**src/rtl/xor_frame_checksum.sv**
```systemverilog
// Folds a 5-bit word stream into one XOR checksum per frame.
// Latency: the result is valid in the cycle after the final word is accepted.
// Backpressure: in_ready drops while a result waits for out_ready. There is no bypass.

module xorFiveBits (
  input  logic [4:0] a,
  input  logic [4:0] b,
  output logic [4:0] y
);
  assign y = a ^ b;
endmodule

module xor_frame_checksum #(
  parameter int WIDTH     = 5,
  parameter int FRAME_LEN = 4
) (
  input  logic             clk,
  input  logic             rst_n,
  input  logic             in_valid,
  output logic             in_ready,
  input  logic [WIDTH-1:0] in_data,
  input  logic             in_last,
  output logic             out_valid,
  input  logic             out_ready,
  output logic [WIDTH-1:0] out_checksum,
  output logic [3:0]       out_len
);

  localparam logic [3:0] FL = 4'(FRAME_LEN);

  typedef enum logic [1:0] {IDLE, ACCUM, HOLD} state_t;

  state_t           state;
  logic [WIDTH-1:0] acc;
  logic [WIDTH-1:0] nxt;
  logic [3:0]       cnt;
  logic [3:0]       cnt_inc;
  logic             acc_en;

  xorFiveBits u_xor (
    .a (acc),
    .b (in_data),
    .y (nxt)
  );

  assign in_ready = (state != HOLD);
  assign acc_en   = in_valid & in_ready;
  assign cnt_inc  = cnt + 4'd1;

  always_ff @(posedge clk) begin
    if (!rst_n) begin
      state        <= IDLE;
      acc          <= '0;
      cnt          <= '0;
      out_valid    <= 1'b0;
      out_checksum <= '0;
      out_len      <= '0;
    end else begin
      case (state)
        IDLE: begin
          if (acc_en) begin
            if (in_last || FL == 4'd1) begin
              out_checksum <= in_data;
              out_len      <= 4'd1;
              out_valid    <= 1'b1;
              state        <= HOLD;
            end else begin
              acc   <= in_data;
              cnt   <= 4'd1;
              state <= ACCUM;
            end
          end
        end
        ACCUM: begin
          if (acc_en) begin
            if (in_last || cnt_inc == FL) begin
              out_checksum <= nxt;
              out_len      <= cnt_inc;
              out_valid    <= 1'b1;
              acc          <= '0;
              cnt          <= '0;
              state        <= HOLD;
            end else begin
              acc <= nxt;
              cnt <= cnt_inc;
            end
          end
        end
        HOLD: begin
          // Result registers keep their values after the handshake.
          if (out_ready) begin
            out_valid <= 1'b0;
            state     <= IDLE;
          end
        end
        default: state <= IDLE;
      endcase
    end
  end

endmodule

```
**config.mk**
```make
export PLATFORM = sky130hd
export DESIGN_NAME = xor_frame_checksum
export DESIGN_NICKNAME = d
export VERILOG_FILES = /design/src/rtl/xor_frame_checksum.sv
export SDC_FILE = /design/constraint.sdc
export NUM_CORES = 1
export LEC_CHECK = 0
export BUFFER_PORTS_ARGS = -buffer_cell sky130_fd_sc_hd__buf_2
export CAP_MARGIN = 20
export CELL_PAD_IN_SITES_DETAIL_PLACEMENT = 0
export CELL_PAD_IN_SITES_GLOBAL_PLACEMENT = 1
export CORE_MARGIN = 8
export CORE_UTILIZATION = 40
export DETAILED_ROUTE_END_ITERATION = 8
export PLACE_DENSITY = 0.88
export SLEW_MARGIN = 20
export SYNTH_ARGS = -nofsm -noshare
export SYNTH_HDL_FRONTEND = slang
export SYNTH_SLANG_ARGS = --single-unit
```
**constraint.sdc**
```tcl
create_clock -name clk -period 2.6 [get_ports clk]
set_clock_uncertainty 0.15 [all_clocks]
set_input_delay 0.13 -clock clk [delete_from_list [all_inputs] [get_ports clk]]
set_output_delay 0.13 -clock clk [all_outputs]
set_load 0.005 [all_outputs]
```
## Word level (Yosys, flattened, before mapping)

Cells that the tools add are included.
W data, S select, Z words.

| storage, ports and cells | value |
|---|---|
| register bits after elaboration | 21 |
| input port bits | 10 |

| operators by class | value |
|---|---|
| mux-type cells | 32 |
| bitwise logic cells | 2 |
| reductions and logical operators | 8 |
| add/sub/neg operators | 1 |
| equal/unequal tests | 10 |

Operators with widths:

| kind | number |
|---|---|
| $mux W5 | 8 |
| $mux W4 | 8 |
| $pmux W5 S2 | 2 |
| $pmux W4 S2 | 2 |
| $ne A2 B2 Y1 const B | 7 |
| $mux W2 | 5 |
| $reduce_and A4 Y1 | 2 |
| $pmux W2 S3 | 1 |
| $reduce_and A6 Y1 | 1 |
| $mux W1 | 5 |
| $reduce_and A5 Y1 | 1 |
| $xor A5 B5 Y5 | 1 |
| $add A4 B1 Y4 const B | 1 |
| $eq A4 B3 Y1 const B | 1 |
| $pmux W1 S3 | 1 |
| $reduce_bool A3 Y1 | 1 |
| $eq A2 B1 Y1 const B | 1 |
| $eq A2 B2 Y1 const B | 1 |
| $logic_not A2 Y1 | 1 |
| $reduce_bool A2 Y1 | 1 |
| $and A1 B1 Y1 | 1 |
| $logic_or A1 B1 Y1 | 1 |

## Depth between registers and ports, before layout

Gate-level depths: netlist (run 1).

| logic depth | value |
|---|---|
| depth after elaboration | 6 |
| gate-level depth with buffers | 7 |

## Modules after synthesis

From an unflattened synthesis (run 1), not the netlist that was laid out.

| unflattened totals | value |
|---|---|
| cells, all modules | 132 |
| area, all modules | 1117.3 sq um |

Modules (own cells, without submodules):

| module | instances | cells each | area each (sq um) |
|---|---|---|---|
| xor_frame_checksum | 1 | 127 | 1073.5 |
| xorFiveBits | 1 | 5 | 43.8 |

## Least setup slack after synthesis (run 1)

OpenSTA, ideal clock, no wires.

| timing | value |
|---|---|
| path kind | flip-flop to flip-flop |
| start | register cnt[0] |
| end | register out_len[1] |
| path slack | 0.758 ns |
| library setup time | 0.122 ns |
| cell stages (with the launch flop) | 7 |
| period minus slack after synthesis | 1.842 ns |
| data arrival time | 1.570 ns |
| required time | 2.328 ns |
| buffers on the path | 1 |
| cells stage by stage | dfxtp_1 -> ha_1 -> or2b_1 -> o21a_4 -> o31ai_4 -> buf_6 -> o21ai_0 |

| between the ends | value |
|---|---|
| word-level cells in the longest chain between the ends | 5 |

Ends and longest elaborated chain:

| item | line | text |
|---|---|---|
| start: declaration | 36 | `logic [3:0] cnt;` |
| start signal: assignment | 85 | `cnt <= cnt_inc;` |
| $add A4 B1 Y4 * | 48 | `assign cnt_inc = cnt + 4'd1;` |
| $eq A4 B3 Y1 | 76 | `if (in_last \|\| cnt_inc == FL) begin` |
| $logic_or A1 B1 Y1 | 76 |  |
| $ne A2 B2 Y1 (no line) | -- |  |
| $reduce_and A5 Y1 (no line) | -- |  |
| end signal: assignment | 78 | `out_len <= cnt_inc;` |
| end: declaration | 26 | `output logic [3:0] out_len` |

Mark *: on every way between the ends. The rest lies on a longest branch, timed or not. The select of a mux whose other input is x is not followed.
A chain may end at the register's enable or synchronous reset.

## Worst setup path after layout (run 1)

| timing | value |
|---|---|
| start | register cnt[0] |
| end | register out_checksum[3] |

| between the ends | value |
|---|---|
| word-level cells in the longest chain between the ends | 5 |

Ends and longest elaborated chain:

| item | line | text |
|---|---|---|
| $add A4 B1 Y4 | 48 |  |
| $eq A4 B3 Y1 | 76 |  |
| $logic_or A1 B1 Y1 | 76 |  |
| $ne A2 B2 Y1 (no line) | -- |  |
| $reduce_and A5 Y1 (no line) | -- |  |
| end signal: assignment | 63 | `out_checksum <= in_data;` |
| end signal: assignment | 77 | `out_checksum <= nxt;` |
| end: declaration | 25 | `output logic [WIDTH-1:0] out_checksum,` |

No other way between the ends.

==> results of run 1 <==
==> worst max-delay path, stage by stage, from the launching register on <==
cell and delay, ns:
dfxtp_1 0.46, ha_1 0.21, or2b_1 0.26, o21a_4 0.14, o31ai_4 0.58, nor2_1 0.09, a211oi_1 0.24
==> routing by layer <==
layer | vias up | share of wire | routed length, um
li1 | 541 | - | -
met1 | 468 | 0.48 | 1210
met2 | 27 | 0.45 | 1150
met3 | 4 | 0.061 | 156
met4 | 0 | 0.0079 | 20
met5 | - | 0 | 0
==> path summary, 6_finish.rpt <==
path / endpoint / slack, ns / depth (start not counted) / startpoint
worst min-delay path: out_checksum[1] / 0.05 / 3 / in_data[1]
worst min register to register: out_len[2] / 0.31 / 2 / out_len[2]
worst max register to register: out_checksum[3] / 0.39 / 6 / cnt[0]
worst max-delay path: out_checksum[3] / 0.39 / 6 / cnt[0]
==> cell type report <==
type                            instances  area [um2]  share of cell area
Clock inverter                          1        5.00             0.00368
Multi-Input combinational cell        107         694               0.511
Tap cell                               31        38.8              0.0285
Sequential cell                        21         420               0.309
Timing Repair Buffer                   27         163               0.120
Clock buffer                            3        22.5              0.0166
Inverter                                4        15.0              0.0110
==> logic make-up after synthesis <==
group,after synthesis,share of synthesized area
AOI/OAI and AO/OA,38,0.252
xor gates and xnor gates,6,0.0445
adders and majority gates,2,0.0212
buffers and inverters,12,0.0551
DFF,21,0.356
muxes,1,0.00848
and+or+nand+nor,60,0.262
==> sequential cells by signal, summed over array words and instances (netlist names) <==
signal / cells
out_valid: 1
cnt: 4
acc: 5
state: 2
out_checksum: 5
out_len: 4
==> synthesized netlist by cell type, types with 2 or more instances <==
cell type / count
a211oi_1: 5
a21oi_1: 12
buf_2: 4
buf_4: 2
dfxtp_1: 21
ha_1: 2
inv_1: 3
nand2_1: 14
nand2b_1: 3
nand3_1: 5
nand4_1: 3
nor2_1: 20
nor2_2: 2
nor2b_1: 2
nor3b_1: 5
o21ai_0: 8
o21ai_2: 2
o221a_2: 2
xor2_1: 5
==> stage by stage <==
step / hold slack (ns) / util
floorplan: 0.164 / -
global placement: 0.291 / 0.464
detailed placement: 0.284 / 0.464
CTS: 0.0430 / 0.489
global route: 0.0657 / 0.489
finish: 0.0478 / 0.489
==> power by group <==
group / internal (uW) / switching (uW) / leakage [uW]
Clock: 57.3 / 105 / 0.0000177
Sequential: 340 / 14.4 / 0.000172
Combinational: 49.2 / 59.1 / 0.000343
Total: 446 / 178 / 0.000533
==> metrics.yaml, run 1 <==
logic_synthesis:
  syn_nets: 152
  async_reset_ff_frac: 0
  ys_types: 39
  ys.flop_type: "dfxtp_1"
  synthCells: 140
  yosys.area.top_type_share: 0.356
  ys_seq_area_frac: 0.356
  synth-seq-cells: 21
  synth_top_cells_by_area: "dfxtp_1, nor2_1, a21oi_1"
  synth_warnings: 0
  synth_area_mm2: 0.00118
  synth_edf_count: 0
  synth_top_area_cell: "dfxtp_1"
  synth_area_per_cell_um2: 8.43
flow_run:
  maxCapViolations: 0
place:
  pre_cts_ws_ns: 0.397
  place_area_mm2: 0.00129
  detailed_place_hpwl_um: 1850
  dp.cells: 186
  port_buffers: 20
  gp_congestion: 0.773
routing:
  drtIter0Drc: 56
  drt_wl_total_um: 2540
  route.antenna.remaining_nets: 0
  wl_per_cell_um: 13.1
  drc: 0
  drt-pass1-iter-count: 4
  viasPerCell: 5.36
  vias: 1040
pwr:
  ir_drop_mv: 0.363
  leakagePower_uw: 0.000533
  pwr_density_cell_mw_per_mm2: 460
  total_power_uw: 624
layout:
  layout_common_cells: "dfxtp_1, nor2_1, buf_2, nand2_1, a21oi_1"
  antennaDiodeCount: 0
  fin_cells: 194
  layout-drive-gt1-share: 0.245
  stdcell_area_mm2: 0.00136
  fin_nets: 176
  mostFrequentLayoutCell: "dfxtp_1"
  syn_to_final_growth_pct: 15.2
  nFillCells: 267
worst_setup_path:
  end_kind: "flop"
  crit_fanout: 17
  arrival_ns: 2.28
  required_ns: 2.67
  start_kind: "flop"
  path_class: "reg -> reg"
global_routing:
  met3_usage: 0.0339
  grt_pass1_vias: 954
  grt_pass1_wl_um: 4270
  grtUsageTotal: 0.101
  met1_usage: 0.130
  antenna_found_initial: 0
  grt_max_degree: 20
  grt_use_met2: 0.157
  grt_overflow: 0
  top_usage_layer: "met2"
clock_tree:
  ctsHoldBuffers: 4
  post_cts_buffers: 0
  ctsRootBufferMaster: "clkbuf_4"
  cts_tree: "done"
  htreeDepth: 1
  path_clk_slew_ns: 0.13
  cts_resized: 0
  cts_buffers: 3
  cts_sinks: 21
  cts_buffer_depth: 2
  clkLatencyLatePin_ns: 0.30
sta:
  fin_crit_sh: 0.848
  maxSlewHeadroom: 0.500
  fin_tns_setup_ns: 0
  slew_viol_final: 0
  tightest_slew_ns: 0.750
  finalHoldViolCount: 0
  rsz0062_at_grt: "false"
  setup_violations: 0
  fmax_mhz: 453
  min_period_ns: 2.21
  worst_slack_ns: 0.394
floorplanning:
  num_io_pins: 21
  start_util: 0.424
  coreArea_mm2: 0.00278
  row_count: 19
  dieArea_mm2: 0.00494
  die_x_um: 70.3
  dieHeight_um: 70.3
status:
  outcome: "complete, no violations"
hold_path:
  hp-class: "in -> reg"
No activity file was read; power rests on OpenSTA's default activity.
==> run 2: changes to the inputs <==
--- a/config.mk
+++ b/config.mk
@@ -10,9 +10,9 @@
 export CELL_PAD_IN_SITES_DETAIL_PLACEMENT = 0
 export CELL_PAD_IN_SITES_GLOBAL_PLACEMENT = 1
 export CORE_MARGIN = 8
-export CORE_UTILIZATION = 40
+export CORE_UTILIZATION = 36
 export DETAILED_ROUTE_END_ITERATION = 8
-export PLACE_DENSITY = 0.88
+export PLACE_DENSITY = 0.84
 export SLEW_MARGIN = 20
 export SYNTH_ARGS = -nofsm -noshare
 export SYNTH_HDL_FRONTEND = slang
==> constraint.sdc (replaced) <==
create_clock -name clk -period 2 [get_ports clk]
set_clock_uncertainty 0.15 [all_clocks]
set_input_delay 0.1 -clock clk [delete_from_list [all_inputs] [get_ports clk]]
set_output_delay 0.1 -clock clk [all_outputs]
set_load 0.005 [all_outputs]
==> metrics.yaml, run 2 (same netlist as run 1, synthesis figures left out) <==
sta:
  maxSlewHeadroom: 0.733
  finalHoldViolCount: 0
  min_period_ns: 1.91
  slew_viol_final: 0
  fmax_mhz: 523
  setup_violations: 0
  fin_crit_sh: 0.956
  tightest_slew_ns: 0.399
  fin_tns_setup_ns: 0
worst_setup_path:
  crit_fanout: 9
  ff2ff_path_depth: 5
  required_ns: 2.08
  path_class: "reg -> reg"
  arrival_ns: 1.99
  start_kind: "flop"
  regToRegSetupSlack_ns: 0.09
  end_kind: "flop"
  r2r-end: "out_len[3]"
  r2r_start: "cnt[0]"
floorplanning:
  coreArea_mm2: 0.00308
  num_io_pins: 21
  row_count: 20
  start_util: 0.383
  dieHeight_um: 73.3
  die_x_um: 73.3
  dieArea_mm2: 0.00537
hold_path:
  hp-class: "in -> reg"
  min_from: "in_data[2]"
  min_path_cells: 3
  holdPathEnd: "out_checksum[2]"
routing:
  viasPerCell: 5.09
  drtIter0Drc: 41
  drt_wl_total_um: 3040
  wl_per_cell_um: 13.9
  drt-pass1-iter-count: 4
  met2_length_um: 1500
  top_layer_used: "met4"
  vias: 1109
  met3_length_um: 189
  route.antenna.remaining_nets: 0
  drc: 0
  drt-met1-wl_um: 1330
global_routing:
  grt_pass1_vias: 1100
  grt_pass1_wl_um: 4930
  grtUsageTotal: 0.116
  antenna_found_initial: 0
  grt_max_degree: 17
  grt_overflow: 0
pwr:
  leakagePower_uw: 0.000584
  ir_drop_mv: 0.448
  pwr_density_cell_mw_per_mm2: 569
clock_tree:
  cts_buffer_depth: 2
  clkLatencyLatePin_ns: 0.31
  ctsRootBufferMaster: "clkbuf_4"
  cts_tree: "done"
  cts_sinks: 21
  htreeDepth: 1
  path_clk_slew_ns: 0.13
  cts_buffers: 3
place:
  port_buffers: 20
  dp.cells: 203
  detailed_place_hpwl_um: 2150
  gp_congestion: 0.853
layout:
  syn_to_final_growth_pct: 25.6
  layout_common_cells: "buf_2, nor2_1, dfxtp_1, nand2_1, a21oi_1"
  fin_cells: 218
  nFillCells: 324
  mostFrequentLayoutCell: "buf_2"
  reg.largest.list: "acc: 5 flops, out_checksum: 5 flops"
  antennaDiodeCount: 0
  layout-drive-gt1-share: 0.287
  fin_nets: 187
status:
  outcome: "complete, no violations"
flow_run:
  maxCapViolations: 0
[run 2: cell count changes in the layout (fill, tap and decap cells not counted), sizes merged]
cell	before	now
dlygate4sd3	4	8
clkinvlp	0	1
clkinv	2	1
buf	23	30
[run 2: final cells by class]
| class | count | area [um2] | area share |
|---|---|---|---|
| clock buffer | 3 | 22.5 | 0.0152 |
| clock inverter | 1 | 7.51 | 0.00507 |
| inverter | 4 | 15.0 | 0.0101 |
| multi-input combinational | 107 | 699 | 0.472 |
| sequential | 21 | 425 | 0.287 |
| tap | 44 | 55.1 | 0.0372 |
| timing repair buffer | 38 | 256 | 0.173 |
[run 2: worst max path at each step]
| stage | end | slack (ns) | from |
|---|---|---|---|
| floorplan | out_len[1] | 0.16 | cnt[0] |
| global placement | out_checksum[1] | 0.14 | cnt[1] |
| detailed placement | out_checksum[3] | 0.02 | cnt[1] |
| CTS | out_checksum[3] | 0.02 | cnt[0] |
| global route | out_len[1] | -0.0005 | cnt[0] |
| finish | out_len[3] | 0.09 | cnt[0] |
[run 2: timing repair]
action	CTS	global route
resized for setup	2	3
hold endpoints to repair	13	0
pin swaps	0	1
cloned	0	1
hold buffers	8	0
setup buffers	0	2
endpoints found under the setup margin	1	7
[run 2: through the flow]
| step | hold slack (ns) | power (uW) | utilization | worst slack (ns) | area [um2] |
|---|---|---|---|---|---|
| 6_report | 0.0254 | 843 | 0.481 | 0.0889 | 1480 |
| 5_1_grt | 0.0481 | 890 | 0.481 | -0.000466 | 1480 |
| 4_1_cts | 0.0116 | 847 | 0.472 | 0.0215 | 1450 |
| 3_5_place_dp | 0.248 | 616 | 0.435 | 0.0166 | 1340 |
| 3_3_place_gp | 0.246 | 610 | 0.435 | 0.142 | 1340 |
| 2_1_floorplan | 0.134 | 561 | - | 0.158 | 1180 |
[run 2: where the power goes]
group	switching, uW	internal [uW]
combinational	85.3	79.1
clock	142	76.4
sequential	19.9	441
[run 2: worst max-delay path, cell delays in order (launching register included)]
cell,delay [ns]
dfxtp_2,0.39
ha_1,0.19
or2b_1,0.28
o21a_4,0.15
o311a_4,0.37
o32ai_1,0.29
[run 2: layer usage]
metal / track usage / up-vias
li1: - / 567
met4: 0.0311 / 0
met2: 0.211 / 29
met5: 0 / -
met3: 0.0422 / 2
met1: 0.122 / 511
==> run 3: changes to the inputs <==
--- a/config.mk
+++ b/config.mk
@@ -12,8 +12,7 @@
 export CORE_MARGIN = 8
 export CORE_UTILIZATION = 36
 export DETAILED_ROUTE_END_ITERATION = 8
-export PLACE_DENSITY = 0.84
-export SLEW_MARGIN = 20
+export PLACE_DENSITY = 0.72
 export SYNTH_ARGS = -nofsm -noshare
 export SYNTH_HDL_FRONTEND = slang
 export SYNTH_SLANG_ARGS = --single-unit
==> metrics.yaml, run 3 (same netlist as run 1, synthesis figures left out) <==
worst_setup_path:
  required_ns: 2.08
  ff2ff_path_depth: 7
  max_stage_delay_ns: 0.38
  end_kind: "flop"
  crit_fanout: 18
  cp_cell_sequence: "ha_1, or2b_1, o21a_4, o31ai_4, buf_12, nor2_1, a211oi_1"
  worst-path-buf-inv: 1
  r2r-end: "out_checksum[2]"
  r2r_start: "cnt[1]"
  start_kind: "flop"
  critPathTopFamily: "compound AO/OA/AOI/OAI gates"
  path_class: "reg -> reg"
  regToRegSetupSlack_ns: 0.14
  arrival_ns: 1.94
  slowest_stage: "dfxtp_2"
global_routing:
  grtUsageTotal: 0.112
  grt_pass1_wl_um: 4820
  grt_pass1_vias: 1042
  antenna_found_initial: 0
  grt_overflow: 0
  grt_max_degree: 20
hold_path:
  min_from: "in_data[4]"
  min_path_cells: 3
  hp-class: "in -> reg"
  holdPathEnd: "out_checksum[4]"
layout:
  fin_nets: 180
  syn_to_final_growth_pct: 20.5
  layout-drive-gt1-share: 0.263
  nFillCells: 323
  multiInputGateArea_um2: 694
  regArea_um2: 423
  antennaDiodeCount: 0
  reg.largest.list: "acc: 5 flops, out_checksum: 5 flops"
  layout_common_cells: "nor2_1, buf_2, dfxtp_1, nand2_1, a21oi_1"
  fin_cells: 211
flow_run:
  maxCapViolations: 0
routing:
  vias: 1069
  drtIter0Drc: 54
  wl_per_cell_um: 13.5
  drt-pass1-iter-count: 4
  route.antenna.remaining_nets: 0
  drc: 0
  drt_wl_total_um: 2850
  viasPerCell: 5.07
floorplanning:
  row_count: 20
  num_io_pins: 21
  dieArea_mm2: 0.00537
  dieHeight_um: 73.3
  start_util: 0.383
  die_x_um: 73.3
  coreArea_mm2: 0.00308
sta:
  rsz0062_at_grt: "false"
  fin_tns_setup_ns: 0
  tightest_slew_ns: 0.388
  fmax_mhz: 538
  setup_violations: 0
  finalHoldViolCount: 0
  slew_viol_final: 0
  maxSlewHeadroom: 0.741
  min_period_ns: 1.86
  fin_crit_sh: 0.929
pwr:
  ir_drop_mv: 0.217
  p_int_uw: 592
  pwr-share-seq: 0.562
  p_sw_uw: 227
  leakagePower_uw: 0.000554
  switching_share: 0.277
  clkPwrFrac: 0.249
  pwr_density_cell_mw_per_mm2: 576
  pwr-share-comb: 0.189
place:
  port_buffers: 20
  gp_congestion: 0.925
  dp.cells: 202
  detailed_place_hpwl_um: 2030
clock_tree:
  post_cts_buffers: 0
  clkLatencyLatePin_ns: 0.30
  cts_buffer_depth: 2
  ctsRootBufferMaster: "clkbuf_4"
  path_clk_slew_ns: 0.12
  cts_tree: "done"
  cts_buffers: 3
  htreeDepth: 1
  cts_sinks: 21
status:
  outcome: "complete, no violations"
## run 3: worst max-delay path by stage
stage           start              end  slack (ns)  depth (start not counted)
4_1_cts        cnt[1]  out_checksum[2]        0.08                          7
3_3_place_gp   cnt[1]  out_checksum[4]        0.13                          7
5_1_grt        cnt[0]  out_checksum[1]        0.02                          7
6_report       cnt[1]  out_checksum[2]        0.14                          7
2_1_floorplan  cnt[0]       out_len[1]        0.16                          6
3_5_place_dp   cnt[1]  out_checksum[2]        0.11                          7
## run 3: power by group through the flow
| stage | Clock [uW] | Sequential [uW] | Combinational, uW |
|---|---|---|---|
| 2_1_floorplan | 0 | 465 | 96.1 |
| 3_3_place_gp | 0 | 468 | 146 |
| 3_5_place_dp | 0 | 469 | 149 |
| 4_1_cts | 216 | 459 | 156 |
| 5_1_grt | 232 | 464 | 171 |
| 6_report | 204 | 460 | 154 |
## run 3: final cells by class
type                    instances  area share
multi-input cells             107       0.489
flip-flops and latches         21       0.298
repair buffers                 31       0.146
well taps                      44      0.0387
clock buffers                   4      0.0185
inverters                       4      0.0106
## run 3: per-stage QoR
| step | util | hold slack, ns | total power, uW | setup slack [ns] | cell area, um2 |
|---|---|---|---|---|---|
| 4_1_cts | 0.461 | 0.000220 | 832 | 0.0787 | 1420 |
| 2_1_floorplan | - | 0.134 | 561 | 0.158 | 1180 |
| 3_5_place_dp | 0.436 | 0.260 | 617 | 0.113 | 1340 |
| 5_1_grt | 0.462 | 0.0133 | 866 | 0.0173 | 1420 |
| 3_3_place_gp | 0.436 | 0.261 | 613 | 0.132 | 1340 |
| 6_report | 0.462 | 0.0156 | 819 | 0.141 | 1420 |
## run 3: routing by layer
layer  up-vias  track usage  share of wire
met4         0       0.0200         0.0081
met2        23        0.186           0.47
met3         4       0.0381          0.056
met1       497        0.136           0.46
li1        545            -              -
met5         -            0              0
## run 3: timing repair
action	CTS	global route
hold endpoints to repair	9	0
gates resized for setup	0	2
hold buffers	5	0
endpoints found under the setup margin	0	3
## run 3: worst min-delay path: cells and delay by family
family	cells	cell delay, ns
buf+inv	1	0.11
compound gates	1	0.08
xor+xnor	1	0.14
